--- config.mk ---
export PLATFORM = sky130hd
export DESIGN_NAME = subleq_memory
export DESIGN_NICKNAME = d
export VERILOG_FILES = /design/src/rtl/subleq_memory.sv
export SDC_FILE = /design/constraint.sdc
export NUM_CORES = 2
export LEC_CHECK = 0
export BUFFER_PORTS_ARGS = -buffer_cell sky130_fd_sc_hd__buf_2
export CAP_MARGIN = 20
export CORE_UTILIZATION = 25
export CTS_CLUSTER_SIZE = 16
export DETAILED_ROUTE_END_ITERATION = 8
export GPL_ROUTABILITY_DRIVEN = 0
export MAX_ROUTING_LAYER = met4
export PLACE_DENSITY_LB_ADDON = 0.2
export SLEW_MARGIN = 20
export SYNTH_ARGS = -nofsm -noshare
export SYNTH_HDL_FRONTEND = slang
export SYNTH_SLANG_ARGS = --single-unit
--- constraint.sdc ---
create_clock -name clk -period 10.7 [get_ports clk]
set_input_delay 1.07 -clock clk [delete_from_list [all_inputs] [get_ports clk]]
set_output_delay 1.07 -clock clk [all_outputs]
set_load 0.01 [all_outputs]
--- src/rtl/subleq_memory.sv ---
// Word-addressed memory target for the SUBLEQ core's four-phase req/ack bus.
// Each access waits a fixed number of cycles, then holds a registered ack until req drops.
module subleq_memory #(
  parameter int WORD_BITS = 16,
  parameter int ADDR_BITS = 8,
  parameter int DEPTH     = 256,
  parameter int LATENCY   = 2
) (
  input  logic                 clk,
  input  logic                 areset,
  input  logic                 req,
  input  logic                 we,
  input  logic [ADDR_BITS-1:0] addr,
  input  logic [WORD_BITS-1:0] wdata,
  output logic                 ack,
  output logic [WORD_BITS-1:0] rdata,
  output logic                 err
);

  localparam int          IDX_BITS = (DEPTH > 1) ? $clog2(DEPTH) : 1;
  localparam logic [3:0]  LAT      = 4'(LATENCY);

  typedef enum logic [1:0] {IDLE, WAIT, ACK} state_t;

  state_t                 state;
  logic [3:0]             cnt;
  logic                   lat_we;
  logic [ADDR_BITS-1:0]   lat_addr;
  logic [WORD_BITS-1:0]   lat_wdata;

  logic                   acc_we;
  logic [ADDR_BITS-1:0]   acc_addr;
  logic [WORD_BITS-1:0]   acc_wdata;
  logic                   in_range;
  logic                   enter_ack;
  logic                   mem_wr;
  logic [IDX_BITS-1:0]    mem_idx;

  logic [WORD_BITS-1:0]   mem [0:DEPTH-1];

  // With zero latency the access happens on the accepting edge, so it uses the live bus.
  always_comb begin
    acc_we    = lat_we;
    acc_addr  = lat_addr;
    acc_wdata = lat_wdata;
    if (state == IDLE) begin
      acc_we    = we;
      acc_addr  = addr;
      acc_wdata = wdata;
    end
  end

  generate
    if (DEPTH >= (2 ** ADDR_BITS)) begin : g_full
      assign in_range = 1'b1;
    end else begin : g_partial
      localparam logic [ADDR_BITS:0] DEPTH_W = (ADDR_BITS + 1)'(DEPTH);
      assign in_range = {1'b0, acc_addr} < DEPTH_W;
    end
  endgenerate

  assign mem_idx   = acc_addr[IDX_BITS-1:0];
  assign enter_ack = ((state == IDLE) && req && (LAT == 4'd0)) ||
                     ((state == WAIT) && (cnt <= 4'd1));
  // Reset holds the FSM in IDLE, but a zero-latency request could still look like a commit.
  assign mem_wr    = enter_ack && acc_we && in_range && !areset;

  // NOTE: the array has no reset; clearing a RAM needs a sweep, and reset must keep contents anyway.
  always_ff @(posedge clk) begin
    if (mem_wr) mem[mem_idx] <= acc_wdata;
  end

  // NOTE: all state below uses non-blocking assignments so every register sees pre-edge values.
  always_ff @(posedge clk or posedge areset) begin
    if (areset) begin
      state     <= IDLE;
      cnt       <= 4'd0;
      ack       <= 1'b0;
      err       <= 1'b0;
      rdata     <= '0;
      lat_we    <= 1'b0;
      lat_addr  <= '0;
      lat_wdata <= '0;
    end else begin
      case (state)
        IDLE: begin
          if (req) begin
            lat_we    <= we;
            lat_addr  <= addr;
            lat_wdata <= wdata;
            cnt       <= LAT;
            state     <= (LAT == 4'd0) ? ACK : WAIT;
          end
        end
        WAIT: begin
          cnt <= (cnt == 4'd0) ? 4'd0 : cnt - 4'd1;
          if (cnt <= 4'd1) state <= ACK;
        end
        ACK: begin
          if (!req) begin
            ack   <= 1'b0;
            err   <= 1'b0;
            state <= IDLE;
          end
        end
        default: state <= IDLE;
      endcase

      if (enter_ack) begin
        ack <= 1'b1;
        if (in_range) begin
          err   <= 1'b0;
          rdata <= acc_we ? acc_wdata : mem[mem_idx];
        end else begin
          err   <= 1'b1;
          rdata <= '0;
        end
      end
    end
  end

endmodule

==> results.md <==
* Status: completed
* Height of the die at 783 um
* Sink Count at 4144
* CTS tree: yes
* Port bufs at 44
* Share of layout cells above drive strength 1 at 13.5%
* Antenna-violating nets left at 0
* Endpoints failing setup at 0
* CTS Buf Count at 450
* Root Buffer: clkbuf_16
* Core Util, Final at 29.4%
* Detailed-route wire length per cell at 29.8 um
* Top delay family on crit path: compound AO/OA/AOI/OAI gates
* Worst Path Arrival at 7.11 ns
* Area fraction of the dominant cell type after synthesis at 80.6%
* GR Overflow Total at 0
* CTS max path bufs at 4
* Post-cts sizing count at 0
* Dominant cell type by area after synthesis: edfxtp_1
* Synth unique cells at 48
* Mapped Cells at 8259
* Reg2reg end: rdata[2]$_DFFE_PP0P_
* Clk slew on worst S/H paths at 0.06 ns
* Die Wd at 783 um
* F_max at 159 MHz
* Syn_nets at 8287
* RSZ-0062 raised after global routing: false
* Yosys warns at 0
* Max-cap violations at 0
* Number of H-tree levels at 5
* Pwr dens at 295 nW/um2
* Worst Path Buf+Inv at 3
* Initial core utilization at 25.1%
* Worst-path cell chain: nor2_4 -> buf_4 -> o21a_4 -> buf_4 -> buf_4 -> o22ai_1 -> o21ai_0 -> a41oi_1 -> nor4_1 -> a21oi_1
* DR DRC count at 0
* Drt pass-1 iters at 6
* Syn avg cell area at 18.5 um2
* Largest net degree at the start of global routing at 169
* R2r worst-path depth at 10
* Final net count at 8551
* Initial DRC Count at 9188
* Skew final at 0.0551 ns
* Peak VDD IR at 0.000319 V
* R2R Setup Slk at 4.43 ns
* Detailed-route via count at 85761
* Most used DFF post-synth: edfxtp_1
* Dpl cells at 16132
* Worst path max stage delay at 0.88 ns
* Hold Vio Cnt, Final at 0
* Non-Filler Instances at 16976
* WS Path Type: flip-flop to flip-flop
* Part of the cycle the worst path needs at 58.6%
* Top cell by count, worst path: buf_4
* Relative slew slack at 15.8%
* CP required at 11.54 ns
* Vias per std cell at 5.05
* Static Leak at 54.0 nW
* Register bit total from synthesis at 4144
* Vias in the first global route at 83949
* Crit path time final at 6.27 ns
* Worst Max-Slew Pin Slew at 1.26 ns
* Worst Setup Start Kind: flip-flop
* Core area at 607000 um2
* Area grow syn2layout at 17.1%
* Slowest cell on the critical path: o21ai_0
* First-pass GRT wire length at 698 mm
* Fraction of registers with async set/reset at 1.16%
* Most frequent cells in the layout: 4096 x edfxtp_1, 980 x a22o_1, 980 x a221oi_1
* Setup repair bufs after CTS at 0
* Total Routed Length at 505 mm
* Synth area leaders: edfxtp_1 81%, a221oi_1 5.6%, a22o_1 5.6%, o22ai_1 2.1%, buf_2 1.0%
* CTS Hold Buffers Added at 0
* Die Area at 613000 um2
* Final Max Slew Viols at 0
* Placed inst area at 164000 um2
* I/O pin count at 46
* Most common cell after layout, fill and taps aside: edfxtp_1
* Seq/Total Area, Yosys at 81.4%
* Total negative setup slack at 0 ns
* Worst-path fanout max at 40
* Synthesized area at 153000 um2
* Clock Latency Late Sink at 1.00 ns
* Initial antenna violation count at 45
* Crit path capture type: flip-flop
* Num rows at 286
* Worst min path class: primary input to asynchronous set/reset pin
* Dpl hpwl at 287 mm
* Layout Cell Area excl Fill at 179000 um2
* Crit Reg-Reg Startpoint: state[0]$_DFFE_PP0P_
* EDFF count, synth at 4096
* Total track usage at 16.3%
## flip-flops by register name (all words and copies together) (netlist names)
name       count
mem         4096
lat_wdata     16
rdata         16
lat_addr       8
cnt            4
state          2
ack            1
lat_we         1
## report_power, final
part	switching [mW]	total [mW]	internal, mW
Clock	6.37	15.0	8.63
Sequential	0.163	21.1	20.9
Combinational	12.4	16.7	4.24
## kinds of logic after synthesis
| logic type | Yosys count | synth area share (%) |
|---|---|---|
| other | 1 | 0.00246 |
| AOI/OAI and AO/OA | 2963 | 15.3 |
| and+or+nand+nor | 486 | 1.32 |
| muxes | 1 | 0.00656 |
| DFF | 4144 | 81.4 |
| buffers and inverters | 664 | 1.92 |
## how the worst max path moves through the flow
stage	cells after the start	from	endpoint	slack [ns]
after floorplan	8	state[1]$_DFFE_PP0P_	mem[0][10]$_DFFE_PP_	4.93
after global placement	12	addr[0]	rdata[5]$_DFFE_PP0P_	3.63
after detailed placement	12	addr[0]	rdata[9]$_DFFE_PP0P_	4.28
after CTS	10	state[0]$_DFFE_PP0P_	rdata[5]$_DFFE_PP0P_	4.50
after global routing	10	state[0]$_DFFE_PP0P_	rdata[4]$_DFFE_PP0P_	4.44
final	10	state[0]$_DFFE_PP0P_	rdata[2]$_DFFE_PP0P_	4.43
## routing by layer
layer / track usage, % / share of wire, % / vias up
met4: 4.21 / 2.8 / 0
met2: 25.5 / 47 / 2998
li1: - / - / 36105
met5: - / 0 / -
met3: 2.34 / 6.0 / 675
met1: 22.3 / 45 / 45983
## synth_stat cells (all sizes together) (6+ instances only)
cell type  number
nor4           19
a22o          980
nand3           9
nor2          261
dfrtp          48
a22oi          88
o22ai         503
clkbuf        252
buf           407
edfxtp       4096
a21oi          59
nand2b         15
o21ai         266
o41ai           6
a41oi          61
nor3b           8
a221oi        980
nand2         156
## area by class of cell
cell class | instances | area (um2)
Antenna cell | 21 | 52.6
Clock buffer | 584 | 12100
Clock inverter | 236 | 1970
Fill cell | 59311 | 429000
Inverter | 5 | 18.8
Multi-Input combinational cell | 3451 | 26100
Sequential cell | 4144 | 124000
Tap cell | 8064 | 10100
Timing Repair Buffer | 471 | 3960
## stage by stage
stage	power [mW]	setup slack [ns]	hold slack [ns]
finish	52.8	4.43	0.149
global route	54.5	4.44	0.0989
CTS	53.3	4.50	0.0739
detailed placement	38.3	4.28	0.462
global placement	38.1	3.63	0.459
floorplan	31.1	4.93	0.446
Power figures use the tool's default switching activity.
